$ cat config.mk
export PLATFORM = sky130hd
export DESIGN_NAME = cmd_rcv
export DESIGN_NICKNAME = d
export VERILOG_FILES = /design/src/rtl/cmd_rcv_pkg.sv /design/src/rtl/cmd_rcv_uart_rx_byte.sv /design/src/rtl/cmd_rcv.sv
export SDC_FILE = /design/constraint.sdc
export NUM_CORES = 1
export LEC_CHECK = 0
export CAP_MARGIN = 20
export CORE_ASPECT_RATIO = 1.75
export CORE_MARGIN = 2
export CORE_UTILIZATION = 40
export DETAILED_ROUTE_END_ITERATION = 12
export SYNTH_ARGS = -nofsm -noshare
export SYNTH_HDL_FRONTEND = slang
export SYNTH_SLANG_ARGS = --single-unit
export TNS_END_PERCENT = 5
$ cat constraint.sdc
create_clock -name clk -period 5.1 [get_ports clk]
set_clock_uncertainty 0.05 [all_clocks]
set_input_delay 1.02 -clock clk [delete_from_list [all_inputs] [get_ports clk]]
set_output_delay 1.02 -clock clk [all_outputs]
set_load 0.005 [all_outputs]
$ cat src/rtl/cmd_rcv_pkg.sv
// rtl/cmd_rcv_pkg.sv - shared constants, command codes and byte FSM states for cmd_rcv
package cmd_rcv_pkg;

    localparam int FRM_BYTES = 3;

    typedef enum logic [1:0] {
        STRT_CMD  = 2'b00,
        READ_EEP  = 2'b01,
        WRITE_EEP = 2'b10,
        NEW_XSET  = 2'b11
    } cmd_t;

    localparam int CMD_HI  = 19;
    localparam int CMD_LO  = 18;
    localparam int ADDR_HI = 17;
    localparam int ADDR_LO = 16;
    localparam int DATA_HI = 13;
    localparam int DATA_LO = 0;

    typedef enum logic [1:0] {
        RX_IDLE  = 2'b00,
        RX_START = 2'b01,
        RX_DATA  = 2'b10,
        RX_STOP  = 2'b11
    } rx_state_t;

    function automatic cmd_t frm_cmd(input logic [23:0] frm);
        return cmd_t'(frm[CMD_HI:CMD_LO]);
    endfunction

endpackage

$ cat src/rtl/cmd_rcv_uart_rx_byte.sv
// rtl/cmd_rcv_uart_rx_byte.sv - 8N1 byte deserializer with mid-bit sampling and glitch reject
module uart_rx_byte
    import cmd_rcv_pkg::*;
#(
    parameter int BAUD_DIV = 434
) (
    input  logic       clk,
    input  logic       rst_n,
    input  logic       rx_sync,
    output logic       byte_vld,
    output logic       byte_err,
    output logic [7:0] rx_byte,
    output logic       idle
);

    localparam int CW = $clog2(BAUD_DIV);
    localparam logic [CW-1:0] HALF_M1 = CW'(BAUD_DIV / 2 - 1);
    localparam logic [CW-1:0] BIT_M1  = CW'(BAUD_DIV - 1);

    rx_state_t     state;
    logic [CW-1:0] baud_cnt;
    logic [2:0]    bit_cnt;
    logic [7:0]    shreg;
    // Resets low so a line already held low after reset never looks like a falling edge.
    logic          rx_prev;

    assign idle = (state == RX_IDLE);

    always_ff @(posedge clk or negedge rst_n) begin
        if (!rst_n) begin
            state    <= RX_IDLE;
            baud_cnt <= '0;
            bit_cnt  <= '0;
            shreg    <= '0;
            rx_byte  <= '0;
            byte_vld <= 1'b0;
            byte_err <= 1'b0;
            rx_prev  <= 1'b0;
        end else begin
            byte_vld <= 1'b0;
            byte_err <= 1'b0;
            rx_prev  <= rx_sync;
            case (state)
                RX_IDLE: begin
                    if (rx_prev && !rx_sync) begin
                        baud_cnt <= '0;
                        state    <= RX_START;
                    end
                end
                RX_START: begin
                    if (baud_cnt == HALF_M1) begin
                        baud_cnt <= '0;
                        bit_cnt  <= '0;
                        state    <= rx_sync ? RX_IDLE : RX_DATA;
                    end else begin
                        baud_cnt <= baud_cnt + 1'b1;
                    end
                end
                RX_DATA: begin
                    if (baud_cnt == BIT_M1) begin
                        baud_cnt <= '0;
                        shreg    <= {rx_sync, shreg[7:1]};
                        bit_cnt  <= bit_cnt + 3'd1;
                        if (bit_cnt == 3'd7) state <= RX_STOP;
                    end else begin
                        baud_cnt <= baud_cnt + 1'b1;
                    end
                end
                RX_STOP: begin
                    if (baud_cnt == BIT_M1) begin
                        baud_cnt <= '0;
                        if (rx_sync) begin
                            byte_vld <= 1'b1;
                            rx_byte  <= shreg;
                        end else begin
                            byte_err <= 1'b1;
                        end
                        state <= RX_IDLE;
                    end else begin
                        baud_cnt <= baud_cnt + 1'b1;
                    end
                end
                default: state <= RX_IDLE;
            endcase
        end
    end

endmodule

$ cat src/rtl/cmd_rcv.sv
// rtl/cmd_rcv.sv - UART command-frame receiver producing cfg_data with frm_rdy/clr_rdy handshake
module cmd_rcv
    import cmd_rcv_pkg::*;
#(
    parameter int BAUD_DIV = 434,
    parameter int TO_CYC   = 8680
) (
    input  logic        clk,
    input  logic        rst_n,
    input  logic        RX,
    input  logic        clr_rdy,
    output logic [23:0] cfg_data,
    output logic        frm_rdy,
    output logic        frm_err,
    output logic        ovr_err,
    output logic        busy
);

    localparam int TW = $clog2(TO_CYC + 1);
    localparam logic [TW-1:0] TO_M1     = TW'(TO_CYC - 1);
    localparam logic [1:0]    LAST_BYTE = 2'(FRM_BYTES - 1);

    logic          rx_s1, rx_s2;
    logic [1:0]    fill;
    logic          rx_sync;
    logic          byte_vld, byte_err, rx_idle;
    logic [7:0]    rx_byte;
    logic [1:0]    byte_cnt;
    logic [15:0]   shadow;
    logic [TW-1:0] to_cnt;

    // Until both sync stages hold real pin samples the line is presented as low,
    // so the first confirmed high must be seen before any falling edge counts.
    assign rx_sync = rx_s2 & fill[1];

    always_ff @(posedge clk or negedge rst_n) begin
        if (!rst_n) begin
            rx_s1 <= 1'b1;
            rx_s2 <= 1'b1;
            fill  <= 2'b00;
        end else begin
            rx_s1 <= RX;
            rx_s2 <= rx_s1;
            fill  <= {fill[0], 1'b1};
        end
    end

    uart_rx_byte #(.BAUD_DIV(BAUD_DIV)) u_rx (
        .clk      (clk),
        .rst_n    (rst_n),
        .rx_sync  (rx_sync),
        .byte_vld (byte_vld),
        .byte_err (byte_err),
        .rx_byte  (rx_byte),
        .idle     (rx_idle)
    );

    assign busy = !rx_idle || (byte_cnt != 2'd0);

    always_ff @(posedge clk or negedge rst_n) begin
        if (!rst_n) begin
            cfg_data <= '0;
            frm_rdy  <= 1'b0;
            frm_err  <= 1'b0;
            ovr_err  <= 1'b0;
            byte_cnt <= '0;
            shadow   <= '0;
            to_cnt   <= '0;
        end else begin
            frm_err <= 1'b0;
            ovr_err <= 1'b0;

            if (!rx_idle || byte_cnt == 2'd0) begin
                to_cnt <= '0;
            end else if (to_cnt != TO_M1) begin
                to_cnt <= to_cnt + 1'b1;
            end else begin
                to_cnt <= '0;
            end

            if (byte_vld && byte_cnt == LAST_BYTE) begin
                // A concurrent clr_rdy frees the holding slot, so the new frame is accepted.
                if (!frm_rdy || clr_rdy) begin
                    cfg_data <= {shadow, rx_byte};
                    frm_rdy  <= 1'b1;
                end else begin
                    ovr_err <= 1'b1;
                end
            end else if (clr_rdy) begin
                frm_rdy <= 1'b0;
            end

            if (byte_err) begin
                byte_cnt <= '0;
                frm_err  <= 1'b1;
            end else if (byte_vld) begin
                case (byte_cnt)
                    2'd0:    shadow[15:8] <= rx_byte;
                    2'd1:    shadow[7:0]  <= rx_byte;
                    default: ;
                endcase
                byte_cnt <= (byte_cnt == LAST_BYTE) ? 2'd0 : byte_cnt + 2'd1;
            end else if (rx_idle && byte_cnt != 2'd0 && to_cnt == TO_M1) begin
                byte_cnt <= '0;
                frm_err  <= 1'b1;
            end
        end
    end

endmodule
==> reports/results.ini, run 1 <==
[status]
status = finished, final reports clean

[finish]
final_common_cell = dfrtp_1
num_antenna_cells = 0
area_growth_pct = 18.8
layout_common_cells = dfrtp_1 (94), mux2_2 (55), nand2_1 (32), clkdlybuf4s50_1 (30), nor2_1 (23)
drive_gt1_frac = 0.227
fin_area_um2 = 4740
final_nets = 363

[clock_network]
numCtsBuffers = 9
clockBufferDepth = 2
cts-root-buf = clkbuf_16
path_clk_slew_ns = 0.06
insertion_delay_ns = 0.34
tritoncts = yes
htreeDepth = 3
cts_resized = 0
cts.sinks = 96
cts_hold_buf = 0
postCtsSetupBuffers = 0

[sta]
fmaxAchievable_ghz = 0.381
rsz0062_at_grt = no
fin_setup_tns_ns = 0
hold_viol = 0
relSlewSlack = 0.248
period_needed_ns = 2.63
drv_slew = 0
finalSetupViolations = 0
setup_ws_ns = 2.47
period_share = 0.515
tightest_slew_ns = 1.12

[routing]
drcViolationCount = 0
num_vias = 2442
via_per_inst = 5.07
antenna_left = 0
firstDrtPassIters = 4
wirelength_um = 6690
routedWlPerCell_um = 13.9
drtIter0Drc = 105

[run]
cap_violations = 0

[logic_synthesis]
synth_enable_flop_cells = 0
yosysWarnings = 0
synth_nets = 326
async_flop_share = 1.00
syn_area_um2 = 3990
synthDistinctLibCells = 40
syn_inst = 316
synthFlopType = dfrtp_1
syn_area_per_cell_um2 = 12.6
synth_seq_cells = 96
yosysSeqAreaShare = 0.602

[floorplan]
core-area_um2 = 9790
io-pin-count = 32
dieArea_um2 = 10800
start_util = 0.408
rows = 48
die_y_um = 136
die_width_um = 79.5

[global_route]
first_global_vias = 2506
gr-total-overflow = 0
grt_pass1_wl_um = 11900
antenna_found_initial = 0
grt_max_degree = 61
grt.total_usage = 0.144

[critical_path]
cp-start-kind = register
worst_ep_arrival_time_ns = 1.56
crit_type = register to output pin
endpoint_kind = output pin
cp_max_fo = 5
cp.required_ns = 4.03
rr_worst_depth = 4

[min_path]
min_path_cells = 0
hold_path_class = register to register

[power]
p_per_area_nw_per_um2 = 328
peakVddDrop_v = 0.000183
p_leak_uw = 0.00216

[placement]
portBuffers = 31
dp_hpwl_um = 4670
gp_congestion = 0.749
dpl-instance-area_um2 = 4460
place_ws_ns = 2.36

[Yosys cell counts (all sizes together), types with 2 or more instances]
master   n  area, um2
nor4     3       18.8
o21ai   10       50.1
nand2   32        120
clkbuf   7       26.3
inv      6       22.5
ha       6       75.1
nor2b    3       18.8
mux2i    2       20.0
mux2    55        619
a31o     2       17.5
o211ai   3       22.5
a21oi    2       10.0
nor3    13       70.1
xor2     2       17.5
nand3    9       45.0
or4      3       30.0
xnor2   12        105
o21a     2       15.0
and4b    2       20.0
nand4    3       18.8
nor4bb   2       20.0
dfrtp   94       2350
nand2b   2       12.5
nor2    23       86.3
dfstp    2       52.6
o22ai    4       25.0
[critical path: stages (launching register included)]
cell and delay (ns):
dfrtp_1 0.44, nor2_1 0.23, nand2_1 0.09, clkdlybuf4s50_1 0.45
[state kept, by name, summed over array words and instances, names as in the netlist, 2 cells and up, named ones only]
register       flops
byte_cnt           2
cfg_data          24
fill               2
shadow            16
to_cnt            14
u_rx.baud_cnt      9
u_rx.bit_cnt       3
u_rx.rx_byte       8
u_rx.shreg         8
[final cells by class]
cell class	count	area (um2)
inverter	6	22.5
clock inverter	2	13.8
clock buffer	13	270
tap	125	156
multi-input combinational	207	1550
timing repair buffer	33	330
fill	886	5040
sequential	96	2400
[cells by family after synthesis]
| group | Yosys count | share of synthesized area |
|---|---|---|
| mux | 57 | 0.160 |
| buf+inv | 13 | 0.0122 |
| compound gates | 27 | 0.0429 |
| fa+ha+maj | 6 | 0.0188 |
| other cells | 1 | 0.000939 |
| flops | 96 | 0.602 |
| simple gates | 102 | 0.132 |
| xor+xnor | 14 | 0.0307 |
[metal layers]
| metal | up-vias | part of all wire | track usage |
|---|---|---|---|
| met1 | 1216 | 0.41 | 0.164 |
| met3 | 12 | 0.026 | 0.0319 |
| met4 | 0 | 0.026 | 0.0747 |
| met2 | 30 | 0.54 | 0.249 |
| li1 | 1184 | - | - |
| met5 | - | 0 | 0 |
[where the power goes]
group	internal (uW)	switching [uW]
Clock	368	263
Sequential	789	42.4
Combinational	42.8	52.2
Total	1200	357
[stage by stage]
step	util	hold WS, ns	instances	power [uW]
2_1_floorplan	-	0.281	316	902
3_3_place_gp	0.454	0.281	466	938
5_1_grt	0.485	0.306	482	1640
6_report	0.485	0.299	482	1560
4_1_cts	0.485	0.300	482	1590
3_5_place_dp	0.456	0.286	467	943
[final timing paths]
| path | from | to | slack (ns) |
|---|---|---|---|
| max | byte_cnt[1] | busy | 2.47 |
| min | fill[0] | fill[1] | 0.30 |
| max reg2reg | to_cnt[11] | byte_cnt[1] | 2.79 |
| min reg2reg | fill[0] | fill[1] | 0.30 |
| max in group asynchronous | rst_n | rx_s1 | 3.33 |
| min in group asynchronous | rst_n | cfg_data[9] | 0.69 |
(Power assumes the default switching activity.)
==> run 2: changes to the inputs <==
- clock period: 5.1 -> 2.6 ns (I/O delays scaled with it)
==> run 2 against run 1 <==
  * Clock power rose by 110%
  * Die area is the same
  * Global-route usage shrank 0.46 points
  * Via count fell by 0.49%
  * Largest cell class unchanged
  * Register-to-register slack got worse by 2.5 ns
  * Utilization is 0.47 points higher
==> reports/results.ini, run 2 (same netlist as run 1, synthesis figures left out) <==
[finish]
largest_reg_flops = 24
area_growth_pct = 20.0
regMostFlops = cfg_data
final_common_cell = dfrtp_1
num_antenna_cells = 0
final_nets = 366
layout_common_cells = dfrtp_1 (94), mux2_2 (55), nand2_1 (32), clkdlybuf4s50_1 (30), nor2_1 (23)
reg.largest.list = cfg_data x24, shadow x16, to_cnt x14
fin_area_um2 = 4790
drive_gt1_frac = 0.231

[sta]
tightest_slew_ns = 0.844
drv_slew = 0
finalSetupViolations = 0
fin_setup_tns_ns = 0
hold_viol = 0
period_share = 0.878
relSlewSlack = 0.436
rsz0062_at_grt = no
period_needed_ns = 2.28
fmaxAchievable_ghz = 0.438

[routing]
antenna_left = 0
drcViolationCount = 0
wirelength_um = 6720
drtIter0Drc = 144
num_vias = 2430
firstDrtPassIters = 4
routedWlPerCell_um = 13.9
via_per_inst = 5.01

[power]
p_per_area_nw_per_um2 = 658
switching_share = 0.222
peakVddDrop_v = 0.000367
p_comb_frac = 0.060
p_sw_uw = 700
pwr-share-seq = 0.518
p_leak_uw = 0.00218
clkPwrFrac = 0.422
p_int_uw = 2450

[min_path]
hold_path_class = input port to asynchronous set/reset pin

[critical_path]
cp_max_fo = 5
r2r_end = byte_cnt[1]
cp.required_ns = 2.77
rr_worst_depth = 4
max_stage_delay_ns = 0.53
endpoint_kind = register
cpMaxStageDelayCell = or4_4
worst_ep_arrival_time_ns = 2.46
cp-start-kind = register
crit_type = register to register
timing.rr.start = to_cnt[10]
r2r_slack_ns = 0.32
crit_buf_inv = 0
path_cells = or4b_1 -> or4_4 -> or4_4 -> a31o_1
crit_family = simple AND/OR/NAND/NOR gates
cp_common_cell = or4_4
crit_cells = 4

[clock_network]
tritoncts = yes
htreeDepth = 3
numCtsBuffers = 9
clockBufferDepth = 2
cts.sinks = 96
path_clk_slew_ns = 0.06
cts-root-buf = clkbuf_16
cts_hold_buf = 0
insertion_delay_ns = 0.33
postCtsSetupBuffers = 0
cts_resized = 0

[floorplan]
dieArea_um2 = 10800
start_util = 0.408
rows = 48
io-pin-count = 32
die_width_um = 79.5
die_y_um = 136
core-area_um2 = 9790

[run]
cap_violations = 0

[placement]
dp_hpwl_um = 4720
dpl-instance-area_um2 = 4480
gp_congestion = 0.764
portBuffers = 31

[global_route]
grt.total_usage = 0.140
first_global_vias = 2537
antenna_found_initial = 0
grt_max_degree = 76
gr-total-overflow = 0
grt_pass1_wl_um = 11900

[status]
status = finished, final reports clean

==> run 2: worst max-delay path by stage <==
stage	startpoint	endpoint	slack, ns
6_report	to_cnt[10]	byte_cnt[1]	0.32
5_1_grt	to_cnt[11]	byte_cnt[0]	0.26
4_1_cts	to_cnt[10]	byte_cnt[0]	0.31
2_1_floorplan	to_cnt[11]	byte_cnt[0]	0.38
3_3_place_gp	to_cnt[11]	byte_cnt[0]	0.35
3_5_place_dp	to_cnt[10]	byte_cnt[0]	0.32
==> run 2: area by class of cell <==
cell class	count	area (um2)
flip-flops and latches	96	2400
multi-input cells	207	1540
clock inverters	2	37.5
well taps	125	156
clock buffers	13	270
fillers	899	5000
inverters	6	22.5
repair buffers	36	358
==> run 2: metal layers <==
layer,vias up,part of all wire,GRT usage
met5,-,0,0
met4,0,0.022,0.0623
met3,12,0.025,0.0325
met2,27,0.53,0.240
met1,1199,0.42,0.163
li1,1192,-,-
==> run 2: power by group through the flow <==
stage | combinational, uW | clock, uW | sequential, uW
after floorplan | 134 | 0 | 1630
after global placement | 187 | 0 | 1660
after detailed placement | 193 | 0 | 1660
after CTS | 193 | 1380 | 1630
after global routing | 226 | 1440 | 1640
final | 188 | 1330 | 1630
==> run 2: stage by stage <==
stage	hold WS [ns]	utilization	setup WS (ns)	total power (uW)	cells
3_3_place_gp	0.285	0.458	0.348	1840	470
3_5_place_dp	0.286	0.458	0.317	1850	470
5_1_grt	0.0316	0.489	0.264	3310	485
6_report	0.0197	0.489	0.317	3150	485
4_1_cts	0.0192	0.489	0.313	3210	485
2_1_floorplan	0.174	-	0.378	1770	316
==> run 3: changes to the inputs <==
- CELL_PAD_IN_SITES_DETAIL_PLACEMENT: default -> 0
- CELL_PAD_IN_SITES_GLOBAL_PLACEMENT: default -> 1
- PLACE_DENSITY_LB_ADDON: default -> 0.1
==> run 3 against run 2 <==
  * Worst hold slack got worse by 0.0048 ns
  * Highest routed layer unchanged
  * Total power shrank 1.7%
  * Die area did not move
  * Count of clock-buffer cells in the layout decreased by 1
  * Sequential power hardly changed
  * Via count up 2.9%
  * Wire length grew 10%
  * Cell area down 0.18%
  * Critical path type unchanged
  * Cell count rose by 0.21%
==> reports/results.ini, run 3 (same netlist as run 1, synthesis figures left out) <==
[status]
status = finished, final reports clean

[critical_path]
cp_max_fo = 4
worst_ep_arrival_time_ns = 2.45
max_stage_delay_ns = 0.53
path_cells = or4b_1 -> or4_4 -> or4_4 -> a31o_1
crit_type = register to register
cpMaxStageDelayCell = or4_4
cp.required_ns = 2.77
endpoint_kind = register
cp_common_cell = or4_4
cp-start-kind = register

[finish]
fillers = 911
regMostFlops = cfg_data
drive_gt1_frac = 0.230
largest_reg_flops = 24
area_growth_pct = 19.8
fin_area_um2 = 4780
reg.largest.list = cfg_data x24, shadow x16, to_cnt x14
final_nets = 369
final_common_cell = dfrtp_1
num_antenna_cells = 0
layout_common_cells = dfrtp_1 (94), mux2_2 (55), nand2_1 (32), clkdlybuf4s50_1 (30), nor2_1 (23)
finalCoreUtilization = 0.488
final_cells = 486

[clock_network]
htreeDepth = 3
numCtsBuffers = 9
tritoncts = yes
postCtsSetupBuffers = 0
cts.sinks = 96
clockBufferDepth = 2
path_clk_slew_ns = 0.06
cts_resized = 0
cts-root-buf = clkbuf_16
cts_hold_buf = 0
insertion_delay_ns = 0.34

[routing]
wirelength_um = 7390
firstDrtPassIters = 4
drcViolationCount = 0
drtIter0Drc = 80
antenna_left = 0
routedWlPerCell_um = 15.2
via_per_inst = 5.14
num_vias = 2500

[power]
p_leak_uw = 0.00218
p_per_area_nw_per_um2 = 648
peakVddDrop_v = 0.000356

[floorplan]
die_width_um = 79.5
core-area_um2 = 9790
dieArea_um2 = 10800
rows = 48
start_util = 0.408
io-pin-count = 32
die_y_um = 136

[run]
cap_violations = 0

[sta]
relSlewSlack = 0.625
period_share = 0.877
hold_viol = 0
fmaxAchievable_ghz = 0.438
fin_setup_tns_ns = 0
drv_slew = 0
tightest_slew_ns = 0.563
period_needed_ns = 2.28
rsz0062_at_grt = no
finalSetupViolations = 0
setup_ws_ns = 0.319

[global_route]
grt.total_usage = 0.149
grt_pass1_wl_um = 12500
first_global_vias = 2568
gr-total-overflow = 0
antenna_found_initial = 0
grt_max_degree = 56

[placement]
portBuffers = 31
dp_hpwl_um = 5080
place_ws_ns = 0.321
gp_congestion = 0.781
dp_cells = 473
dpl-instance-area_um2 = 4510

[min_path]
hold_path_class = input port to asynchronous set/reset pin

==> run 3: cell types whose count changed in the layout (fill, tap and decap cells not counted) <==
cell,delta
clkinvlp_4,-1
buf_4,+3
clkbuf_8,-2
clkbuf_1,+1
==> run 3: worst max-delay path, delay by kind of cell (launching register included) <==
family | cells | cell delay (ns)
flops | 1 | 0.41
simple gates | 3 | 1.49
compound gates | 1 | 0.22
==> run 3: layout make-up <==
class / instances / area (um2) / share of cell area
sequential: 96 / 2400 / 0.503
tap: 125 / 156 / 0.0327
clock buffer: 12 / 246 / 0.0515
timing repair buffer: 39 / 380 / 0.0795
clock inverter: 1 / 30.0 / 0.00628
inverter: 6 / 22.5 / 0.00471
multi-input combinational: 207 / 1540 / 0.322
==> run 3: metrics by stage <==
| step | hold WS (ns) | power [uW] |
|---|---|---|
| 3_5_place_dp | 0.290 | 1860 |
| 5_1_grt | 0.0206 | 3240 |
| 6_report | 0.0149 | 3100 |
| 3_3_place_gp | 0.283 | 1850 |
| 2_1_floorplan | 0.174 | 1770 |
| 4_1_cts | 0.00965 | 3150 |
==> run 3: path summary, 6_finish.rpt <==
path                               end  slack (ns)        from  cells after the start
max in group asynchronous        rx_s1        1.87       rst_n                      2
min                        cfg_data[9]        0.01       rst_n                      1
max                        byte_cnt[1]        0.32  to_cnt[11]                      4
min in group clk               fill[1]        0.30     fill[0]                      0
min reg2reg                    fill[1]        0.30     fill[0]                      0
max reg2reg                byte_cnt[1]        0.32  to_cnt[11]                      4
==> run 3: where the power goes <==
part | internal [uW] | leakage (uW) | switching, uW | total, uW
clock network | 757 | 0.000135 | 513 | 1270
logic | 88.6 | 0.000734 | 105 | 194
registers | 1550 | 0.00131 | 86.7 | 1630
==> run 3: layer usage <==
layer,GRT usage,wire length (um),up-vias
li1,-,-,1195
met1,0.179,3140,1268
met2,0.255,3940,26
met3,0.0299,155,11
met4,0.0690,161,0
met5,0,0,-
